<file path="src/rtl/gat_feat_reader_if.sv">
// Feature BRAM read port plus outbound beat stream between the reader and its neighbours.
interface gat_feat_reader_if #(
    parameter int unsigned ADDR_W = 16
);
    logic [ADDR_W+1:0] feat_bram_addrb;
    logic [31:0]       feat_bram_dout;
    logic [31:0]       m_tdata;
    logic              m_tvalid;
    logic              m_tready;
    logic              m_tlast;

    modport master (
        output feat_bram_addrb,
        input  feat_bram_dout,
        output m_tdata,
        output m_tvalid,
        input  m_tready,
        output m_tlast
    );

    modport slave (
        input  feat_bram_addrb,
        output feat_bram_dout,
        input  m_tdata,
        input  m_tvalid,
        output m_tready,
        input  m_tlast
    );
endinterface

</file>
<file path="src/rtl/gat_feat_reader.sv">
// Walks the GAT new-feature BRAM once the layer is ready and streams the frame as
// 32-bit beats (four 8-bit features each), reads throttled by output FIFO credit.
module gat_feat_reader #(
    parameter int unsigned NUM_SUBGRAPHS      = 2708,
    parameter int unsigned NUM_FEATURE_OUT    = 16,
    parameter int unsigned DATA_WIDTH         = 8,
    parameter int unsigned NEW_FEATURE_DEPTH  = NUM_SUBGRAPHS * NUM_FEATURE_OUT,
    parameter int unsigned NEW_FEATURE_ADDR_W = $clog2(NEW_FEATURE_DEPTH),
    parameter int unsigned OUT_FIFO_DEPTH     = 4
) (
    input  logic                  clk,
    input  logic                  rst,
    input  logic                  gat_ready,
    input  logic                  start,
    output logic                  busy,
    output logic                  done,
    gat_feat_reader_if.master     bus
);
    localparam int unsigned IDX_W    = NEW_FEATURE_ADDR_W;
    localparam int unsigned PTR_W    = $clog2(OUT_FIFO_DEPTH);
    localparam int unsigned CNT_W    = PTR_W + 1;
    localparam int unsigned ENTRY_W  = 33;
    localparam int unsigned LAST_IDX = NEW_FEATURE_DEPTH - 1;

    typedef enum logic [1:0] {
        S_IDLE,
        S_WAIT_RDY,
        S_READ,
        S_DRAIN
    } state_e;

    state_e               state_q, state_d;
    logic [IDX_W-1:0]     idx_q, idx_d;
    logic                 rd_inflight_q, rd_inflight_d;
    logic                 rd_last_q, rd_last_d;
    logic [1:0]           lane_q, lane_d;
    logic [23:0]          pack_q, pack_d;
    logic [ENTRY_W-1:0]   mem_q [OUT_FIFO_DEPTH];
    logic [PTR_W-1:0]     wr_ptr_q, wr_ptr_d;
    logic [PTR_W-1:0]     rd_ptr_q, rd_ptr_d;
    logic [CNT_W-1:0]     fifo_count_q, fifo_count_d;
    logic                 tvalid_q, tvalid_d;
    logic [31:0]          tdata_q;
    logic                 tlast_q;
    logic [ENTRY_W-1:0]   head_d;
    logic                 busy_q, busy_d;
    logic                 done_q, done_d;

    logic                 pop;
    logic                 push;
    logic                 pend;
    logic                 issue;
    logic [CNT_W:0]       credit_sum;
    logic [7:0]           ret_byte;
    logic [ENTRY_W-1:0]   push_word;
    logic                 unused_dout_hi;

    assign unused_dout_hi = ^bus.feat_bram_dout[31:DATA_WIDTH];

    always_comb begin
        state_d       = state_q;
        idx_d         = idx_q;
        lane_d        = lane_q;
        pack_d        = pack_q;
        wr_ptr_d      = wr_ptr_q;
        rd_ptr_d      = rd_ptr_q;
        head_d        = {tlast_q, tdata_q};
        done_d        = 1'b0;
        pop           = tvalid_q && bus.m_tready;
        pend          = (lane_q != 2'd0) || rd_inflight_q;
        credit_sum    = {1'b0, fifo_count_q} + (CNT_W+1)'(pend);
        issue         = (state_q == S_READ) && (credit_sum < (CNT_W+1)'(OUT_FIFO_DEPTH));
        rd_inflight_d = issue;
        rd_last_d     = issue && (idx_q == IDX_W'(LAST_IDX));
        ret_byte      = bus.feat_bram_dout[7:0];
        push          = rd_inflight_q && (lane_q == 2'd3);
        push_word     = {rd_last_q, ret_byte, pack_q};

        // Returned byte lands in the lane matching its word index modulo 4.
        if (rd_inflight_q) begin
            lane_d = lane_q + 2'd1;
            case (lane_q)
                2'd0:    pack_d[7:0]   = ret_byte;
                2'd1:    pack_d[15:8]  = ret_byte;
                2'd2:    pack_d[23:16] = ret_byte;
                default: pack_d        = pack_q;
            endcase
        end

        if (push) wr_ptr_d = wr_ptr_q + PTR_W'(1);
        if (pop)  rd_ptr_d = rd_ptr_q + PTR_W'(1);
        fifo_count_d = fifo_count_q + CNT_W'(push) - CNT_W'(pop);
        tvalid_d     = (fifo_count_d != '0);

        // Output register always mirrors the FIFO head after this edge.
        if (pop) begin
            if (fifo_count_q > CNT_W'(1)) head_d = mem_q[rd_ptr_q + PTR_W'(1)];
            else if (push)                head_d = push_word;
        end else if ((fifo_count_q == '0) && push) begin
            head_d = push_word;
        end

        case (state_q)
            S_IDLE: begin
                idx_d = '0;
                if (start) state_d = gat_ready ? S_READ : S_WAIT_RDY;
            end
            S_WAIT_RDY: begin
                if (gat_ready) state_d = S_READ;
            end
            S_READ: begin
                if (issue) begin
                    if (idx_q == IDX_W'(LAST_IDX)) state_d = S_DRAIN;
                    else                           idx_d   = idx_q + IDX_W'(1);
                end
            end
            S_DRAIN: begin
                if ((fifo_count_d == '0) && !rd_inflight_q && (lane_q == 2'd0)) begin
                    state_d = S_IDLE;
                    idx_d   = '0;
                    done_d  = 1'b1;
                end
            end
            default: state_d = S_IDLE;
        endcase

        busy_d = (state_d != S_IDLE);
    end

    always_ff @(posedge clk) begin
        if (rst) begin
            state_q       <= S_IDLE;
            idx_q         <= '0;
            rd_inflight_q <= 1'b0;
            rd_last_q     <= 1'b0;
            lane_q        <= '0;
            pack_q        <= '0;
            wr_ptr_q      <= '0;
            rd_ptr_q      <= '0;
            fifo_count_q  <= '0;
            tvalid_q      <= 1'b0;
            tdata_q       <= '0;
            tlast_q       <= 1'b0;
            busy_q        <= 1'b0;
            done_q        <= 1'b0;
        end else begin
            state_q       <= state_d;
            idx_q         <= idx_d;
            rd_inflight_q <= rd_inflight_d;
            rd_last_q     <= rd_last_d;
            lane_q        <= lane_d;
            pack_q        <= pack_d;
            wr_ptr_q      <= wr_ptr_d;
            rd_ptr_q      <= rd_ptr_d;
            fifo_count_q  <= fifo_count_d;
            tvalid_q      <= tvalid_d;
            {tlast_q, tdata_q} <= head_d;
            busy_q        <= busy_d;
            done_q        <= done_d;
        end
    end

    // Beat storage needs no reset; occupancy is tracked by the pointers and count.
    always_ff @(posedge clk) begin
        if (push) mem_q[wr_ptr_q] <= push_word;
    end

    assign bus.feat_bram_addrb = {idx_q, 2'b00};
    assign bus.m_tdata         = tdata_q;
    assign bus.m_tvalid        = tvalid_q;
    assign bus.m_tlast         = tlast_q;
    assign busy                = busy_q;
    assign done                = done_q;
endmodule

</file>
<file path="src/flat_wrapper.sv">
// flat-port wrapper written by rule: the top's interface ports become plain ports
module gat_feat_reader_flat 
#(
    parameter int unsigned NUM_SUBGRAPHS      = 2708,
    parameter int unsigned NUM_FEATURE_OUT    = 16,
    parameter int unsigned DATA_WIDTH         = 8,
    parameter int unsigned NEW_FEATURE_DEPTH  = NUM_SUBGRAPHS * NUM_FEATURE_OUT,
    parameter int unsigned NEW_FEATURE_ADDR_W = $clog2(NEW_FEATURE_DEPTH),
    parameter int unsigned OUT_FIFO_DEPTH     = 4
)
  (clk, rst, gat_ready, start, busy, done, bus_feat_bram_addrb, bus_feat_bram_dout, bus_m_tdata, bus_m_tvalid, bus_m_tready, bus_m_tlast);
  gat_feat_reader_if bus_i ();
  input  logic clk;
  input  logic rst;
  input  logic gat_ready;
  input  logic start;
  output logic busy;
  output logic done;
  output wire logic [$bits(bus_i.feat_bram_addrb)-1:0] bus_feat_bram_addrb;
  input wire logic [$bits(bus_i.feat_bram_dout)-1:0] bus_feat_bram_dout;
  output wire logic [$bits(bus_i.m_tdata)-1:0] bus_m_tdata;
  output wire logic [$bits(bus_i.m_tvalid)-1:0] bus_m_tvalid;
  input wire logic [$bits(bus_i.m_tready)-1:0] bus_m_tready;
  output wire logic [$bits(bus_i.m_tlast)-1:0] bus_m_tlast;
  assign bus_feat_bram_addrb = bus_i.feat_bram_addrb;
  assign bus_i.feat_bram_dout = bus_feat_bram_dout;
  assign bus_m_tdata = bus_i.m_tdata;
  assign bus_m_tvalid = bus_i.m_tvalid;
  assign bus_i.m_tready = bus_m_tready;
  assign bus_m_tlast = bus_i.m_tlast;
  gat_feat_reader #(.NUM_SUBGRAPHS(NUM_SUBGRAPHS), .NUM_FEATURE_OUT(NUM_FEATURE_OUT), .DATA_WIDTH(DATA_WIDTH), .NEW_FEATURE_DEPTH(NEW_FEATURE_DEPTH), .NEW_FEATURE_ADDR_W(NEW_FEATURE_ADDR_W), .OUT_FIFO_DEPTH(OUT_FIFO_DEPTH)) u_core (.clk(clk), .rst(rst), .gat_ready(gat_ready), .start(start), .busy(busy), .done(done), .bus(bus_i));
endmodule
</file>
<file path="config.mk">
export PLATFORM = sky130hd
export DESIGN_NAME = gat_feat_reader_flat
export DESIGN_NICKNAME = d
export VERILOG_FILES = /design/src/rtl/gat_feat_reader_if.sv /design/src/rtl/gat_feat_reader.sv /design/src/flat_wrapper.sv
export SDC_FILE = /design/constraint.sdc
export NUM_CORES = 1
export LEC_CHECK = 0
export ABC_AREA = 1
export BUFFER_PORTS_ARGS = -buffer_cell sky130_fd_sc_hd__buf_2
export CAP_MARGIN = 25
export CORE_ASPECT_RATIO = 0.6
export CORE_MARGIN = 1.5
export CORE_UTILIZATION = 40
export CTS_BUF_LIST = sky130_fd_sc_hd__clkbuf_4
export CTS_CLUSTER_DIAMETER = 60
export DETAILED_ROUTE_END_ITERATION = 10
export GPL_TIMING_DRIVEN = 0
export PLACE_DENSITY = 0.61
export SLEW_MARGIN = 20
export SYNTH_ARGS = -nofsm -noshare
export SYNTH_HDL_FRONTEND = slang
export SYNTH_SLANG_ARGS = --single-unit
export TNS_END_PERCENT = 1
</file>
<file path="constraint.sdc">
create_clock -name clk -period 2.39 [get_ports clk]
set_input_delay 0.239 -clock clk [delete_from_list [all_inputs] [get_ports clk]]
set_output_delay 0.239 -clock clk [all_outputs]
set_load 0.01 [all_outputs]
</file>
=== After elaboration in Yosys (flattened, before gate mapping) ===
Memories as Yosys holds them, arrays and structs flattened.
Index checks and enable logic that the tools add are counted.

* Register bits after elaboration: 89
* Memory bits (writable): 132
* Bits of input ports: 37
* Output and inout port bits: 54
* Logic and storage cells: 80
* Memories: 1

{| class="wikitable"
|+ Memory list
! name !! words !! bits a word !! rd ports !! clocked after Yosys merged registers in !! write ports !! RTL line !! RTL
|-
| u_core.mem_q || 4 || 33 || 1 || 0 || 1 || gat_feat_reader.sv:38 || <nowiki>logic [ENTRY_W-1:0] mem_q [OUT_FIFO_DEPTH];</nowiki>
|}

* Add/sub/neg operators: 7
* $lt $le $gt $ge: 2
* Equal/unequal tests: 11
* Multiplexer cells: 18
* Bitwise logic cells: 1
* Reduce and logical (&&, ||, !) cells: 24

{| class="wikitable"
|+ Operator list
! cell !! number
|-
| 33-bit 2-to-1 mux || 4
|-
| 16-bit 2-to-1 mux || 3
|-
| 16-bit one-hot mux with 3 select lines || 1
|-
| 16-bit by 1-bit adder with 16-bit output (second input constant) || 1
|-
| 16-bit equality test (second input constant) || 1
|-
| 2-bit 2-to-1 mux || 6
|-
| 2-bit equality test (second input constant) || 4
|-
| 2-bit one-hot mux with 4 select lines || 1
|-
| 2-bit AND reduction || 4
|-
| 1-bit logical AND || 7
|-
| 2-bit by 1-bit adder with 2-bit output (second input constant) || 3
|-
| 3-bit logical NOT || 2
|-
| 2-bit nonzero test || 3
|-
| 3-bit nonzero test || 2
|-
| 3-bit by 1-bit adder with 4-bit output || 1
|-
| 2-bit by 1-bit equality test with 1-bit output (second input constant) || 2
|-
| 2-bit logical NOT || 2
|-
| 4-bit by 3-bit less-than comparator with 1-bit output (second input constant) || 1
|-
| 2-bit by 1-bit != test with 1-bit output (second input constant) || 2
|-
| 4-bit AND reduction || 1
|-
| 3-bit by 1-bit adder with 3-bit output || 1
|-
| 3-bit by 1-bit greater-than comparator with 1-bit output (second input constant) || 1
|-
| 1-bit 2-to-1 mux || 3
|-
| 3-bit != test (second input constant) || 1
|-
| other kinds (6) || 6
|}

=== Logic depth before layout (Yosys ltp) ===
* Word-level depth: 10
* Depth in mapped cells: 16
* Mapped depth without buffers: 16

=== Least setup slack after synthesis ===
OpenSTA, ideal clock, no wires.

* Path kind: reg2reg
* Start: register u_core.lane_q[0]
* End: memory u_core.mem_q[0][0] (enable)
* Setup time: 0.423 ns
* Data arrival time: 2.020 ns
* Required time: 1.967 ns
* Path slack: -0.053 ns
* Stages on the path, launching flop included: 4
* Path buffers: 0
* Period minus slack after synthesis: 2.443 ns
* Path through: dfxtp_1 ha_1 nand2_2 nor2_1

* Word-level cells in the longest chain between the ends: 4

{| class="wikitable"
|+ RTL lines
! what !! RTL line !! RTL
|-
| from (decl) || gat_feat_reader.sv:36 || <nowiki>logic [1:0] lane_q, lane_d;</nowiki>
|-
| from (signal assigned) || gat_feat_reader.sv:151 || <nowiki>lane_q <= lane_d;</nowiki>
|-
| 2-bit equality test || gat_feat_reader.sv:76 || <nowiki>push = rd_inflight_q && (lane_q == 2'd3);</nowiki>
|-
| 1-bit logical AND || gat_feat_reader.sv:76 ||
|-
| 1-bit 2-to-1 mux || gat_feat_reader.sv:165 || <nowiki>if (push) mem_q[wr_ptr_q] <= push_word;</nowiki>
|-
| 1-bit 2-to-1 mux (not written as such) || gat_feat_reader.sv:165 ||
|-
| to (decl) || gat_feat_reader.sv:38 ||
|}

Every way passes these cells.

=== Final worst setup path ===
* Start: register u_core.lane_q[0]
* End: register u_core.idx_q[10]

* Word-level cells in the longest chain between the ends: 9
* Elaborated cells between the ends (all ways): 16
* Those cells by class: add/sub: 3; order compare: 1; eq/ne: 3; reduce/logical: 9

{| class="wikitable"
|+ RTL lines
! what !! RTL line !! RTL
|-
| 2-bit equality test || gat_feat_reader.sv:76 ||
|-
| 1-bit logical AND || gat_feat_reader.sv:76 ||
|-
| named net u_core.push || gat_feat_reader.sv:50 || <nowiki>logic push;</nowiki>
|-
| 3-bit by 1-bit adder with 3-bit output || gat_feat_reader.sv:92 || <nowiki>fifo_count_d = fifo_count_q + CNT_W'(push) - CNT_W'(pop);</nowiki>
|-
| 3-bit by 1-bit subtractor with 3-bit output || gat_feat_reader.sv:92 ||
|-
| named net u_core.fifo_count_d[1] || gat_feat_reader.sv:41 || <nowiki>logic [CNT_W-1:0] fifo_count_q, fifo_count_d;</nowiki>
|-
| 3-bit logical NOT || gat_feat_reader.sv:118 || <nowiki>if ((fifo_count_d == '0) && !rd_inflight_q && (lane_q == 2'd0)) begin</nowiki>
|-
| 1-bit logical AND (2 in a row) || gat_feat_reader.sv:118 ||
|-
| 2-bit by 1-bit != test with 1-bit output (no line) || - ||
|-
| 4-bit AND reduction (no line) || - ||
|-
| to (signal assigned) || gat_feat_reader.sv:148 || <nowiki>idx_q <= idx_d;</nowiki>
|-
| to (decl) || gat_feat_reader.sv:33 || <nowiki>logic [IDX_W-1:0] idx_q, idx_d;</nowiki>
|}

The timed path passes the listed nets, and every way through them passes these cells.
A chain may end at the register's enable or synchronous reset.

==> flow_metrics.py <==
metrics = {
    "run_status": {
        "status": "complete, no violations",
    },
    "critical_path": {
        "critPathLaunchType": "flip-flop",
        "crit_path_end_kind": "flip-flop",
        "cpPeakStageDelay_ps": 440,
        "path_cells": "ha_4, nand2_4, inv_4, ha_4, fa_2, nor2_2, nand3_2, nand2_2, o21ai_2, nor2_4, buf_6, buf_16, nand2_2, a21oi_2",
        "required_ps": 2990,
        "crit_buf_inv": 3,
        "arrival_ps": 2900,
        "cp_top_family": "adder cells",
        "slowest_stage": "fa_2",
        "crit_type": "flip-flop to flip-flop",
        "worstPathMaxFanout": 5,
    },
    "timing": {
        "fmax_mhz": 434,
        "finalHoldViolCount": 0,
        "worst_pin_slew_ps": 755,
        "fin_ws_ps": 85.3,
        "rsz0062_at_grt": "yes",
        "fin_skew_ps": 80.6,
        "holdWs_ps": 342,
        "min_period_over_period_pct": 96.4,
        "slew_headroom_pct": 49.6,
        "slew_violations": 0,
        "layout_min_cycle_time_ps": 2300,
        "final-setup-viol-count": 0,
    },
    "pwr": {
        "internal_power_w": 0.00643,
        "p_leak_nw": 4.28,
        "p_comb_share_pct": 17.5,
        "ir_drop_mv": 0.404,
        "clock_power_share_pct": 35.4,
        "power_density_nw_per_um2": 837,
        "p_sw_w": 0.00275,
        "swShare_pct": 30.0,
        "power_w": 0.00918,
        "pwr-share-seq_pct": 47.1,
    },
    "logic_synthesis": {
        "syn_area_per_cell_um2": 9.85,
        "mappedNetlistArea_um2": 9090,
        "ys_ff_latch": 221,
        "synthDistinctLibCells": 37,
        "synth_edf_count": 132,
        "syn_inst": 922,
        "yosys_warnings": 0,
        "synthFlopType": "edfxtp_1",
        "async_flop_share_pct": 0,
        "ys_seq_area_share_pct": 63.2,
    },
    "layout": {
        "drive_above_1_share_pct": 21.6,
        "final_common_cell": "nand2_1",
        "area_delta_synth_final_pct": 20.7,
        "final_cell_mix": "nand2_1, edfxtp_1, o21ai_0",
        "layout.nets": 1119,
        "fin_cells": 1424,
        "nFillCells": 2105,
    },
    "global_route": {
        "overflow": 0,
        "grt_pass1_vias": 6442,
        "grt_usage_pct": 21.4,
        "grt_max_degree": 22,
        "grt_pass1_wl_um": 37700,
        "antenna_found_initial": 1,
    },
    "floorplan": {
        "initial_core_util_pct": 41.0,
        "rows": 42,
        "io_pins": 91,
        "core_um2": 22200,
        "die-area_um2": 23700,
        "die_y_um": 120,
        "die_w_um": 198,
    },
    "clocking": {
        "clk_latency_ps": 710,
        "cts_tree": "built",
        "cts_sinks": 221,
        "cts_buffer_depth": 3,
        "htreeDepth": 2,
        "path_clk_slew_ps": 70,
        "cts_root_buffer": "clkbuf_4",
        "cts_buffers": 54,
    },
    "drt": {
        "dr_wl_met3_um": 2570,
        "dr.max_layer_used": "met4",
        "first_pass_iters": 5,
        "drtIter0Drc": 612,
        "drc": 0,
        "wl_um": 25200,
        "post_drt_wl_per_cell_um": 17.7,
        "wl_met1_um": 12300,
        "ant_nets": 0,
        "routed_via_density": 5.04,
        "route.met2.wl_um": 9960,
        "dr_total_vias": 7172,
    },
    "placement": {
        "port_buffers": 64,
        "hpwl_um": 16600,
        "pre_cts_slack_ps": -357,
        "placed_cells": 1299,
        "routabilityCongestion": 0.840,
    },
    "flow_run": {
        "maxCapViolations": 0,
    },
    "min_path": {
        "hp-class": "input pin to flip-flop",
    },
}
flip-flops by register name (all words and copies together), names as in the netlist:
name,count
u_core.busy,1
u_core.mem_q,132
u_core.state_q,2
u_core.rd_last_q,1
u_core.fifo_count_q,3
u_core.rd_inflight_q,1
u_core.bus.m_tvalid,1
u_core.rd_ptr_q,2
u_core.wr_ptr_q,2
u_core.bus.m_tlast,1
u_core.done,1
u_core.pack_q,24
u_core.bus.m_tdata,32
u_core.lane_q,2
u_core.idx_q,16
Yosys cell counts, drive strengths merged (6+ instances only):
master  number  area [µm²]
nand2      223         870
edfxtp     132        3960
o21ai      110         551
nor2        91         354
dfxtp       89        1780
a21oi       76         414
inv         51         191
nand3       49         265
buf         24         145
clkbuf      22        82.6
ha          12         150
o22ai       10        62.6
nand4        7        43.8
a22o         6        52.6
per-layer routing:
| metal | vias up | GRT usage, % |
|---|---|---|
| li1 | 3487 | - |
| met5 | - | 0 |
| met2 | 311 | 28.4 |
| met4 | 0 | 4.96 |
| met3 | 37 | 4.86 |
| met1 | 3337 | 34.4 |
power by group through the flow:
stage	clock network [W]	logic [W]	registers, W
after detailed placement	0	0.00143	0.00439
after global placement	0	0.00142	0.00439
final	0.00325	0.00161	0.00432
after global routing	0.00349	0.00177	0.00434
after CTS	0.00332	0.00157	0.00431
after floorplan	0	0.000851	0.00442
path summary, 6_finish.rpt:
kind / from / end / slack, ps / cells after the start
hold reg to reg: u_core.pack_q[20]$_SDFFE_PP0P_ / u_core.mem_q[0][20]$_DFFE_PP_ / 470 / 0
setup reg to reg: u_core.lane_q[0]$_SDFFE_PP0P_ / u_core.idx_q[10]$_SDFFE_PP0P_ / 90 / 14
setup / recovery: u_core.lane_q[0]$_SDFFE_PP0P_ / u_core.idx_q[10]$_SDFFE_PP0P_ / 90 / 14
hold / removal: bus_feat_bram_dout[4] / u_core.mem_q[2][28]$_DFFE_PP_ / 340 / 2
area by class of cell:
type,instances,area [µm²],area share (%)
Sequential cell,221,5750,52.5
Multi-Input combinational cell,603,3030,27.6
Timing Repair Buffer,91,656,5.98
Clock buffer,82,616,5.61
Tap cell,308,385,3.51
Buffer,45,213,1.94
Inverter,53,204,1.86
Clock inverter,19,106,0.970
Antenna cell,2,5.00,0.0456
logic make-up after synthesis:
group	synth area share, %
AO/OA/AOI/OAI	12.5
XOR/XNOR	0.289
adder cells (fa/ha/maj)	1.87
buffers and inverters	4.70
flip-flops	63.2
other	0.0413
AND/OR/NAND/NOR	17.4
repair_timing:
item,CTS,global route
resized for setup,12,17
endpoints found under the hold margin,64,0
pin swaps,6,8
hold buffers,13,0
endpoints found under the setup margin,18,17
buffers inserted,5,4
cloned,1,0
stage by stage:
step | util, % | cell area, µm² | TNS [ps]
after floorplan | - | 9090 | -7040
after global placement | 44.2 | 9800 | -166300
after detailed placement | 44.8 | 9930 | -4990
after CTS | 49.1 | 10900 | 0
after global routing | 49.4 | 11000 | -81.9
final | 49.4 | 11000 | 0
Power figures use the tool's default switching activity.
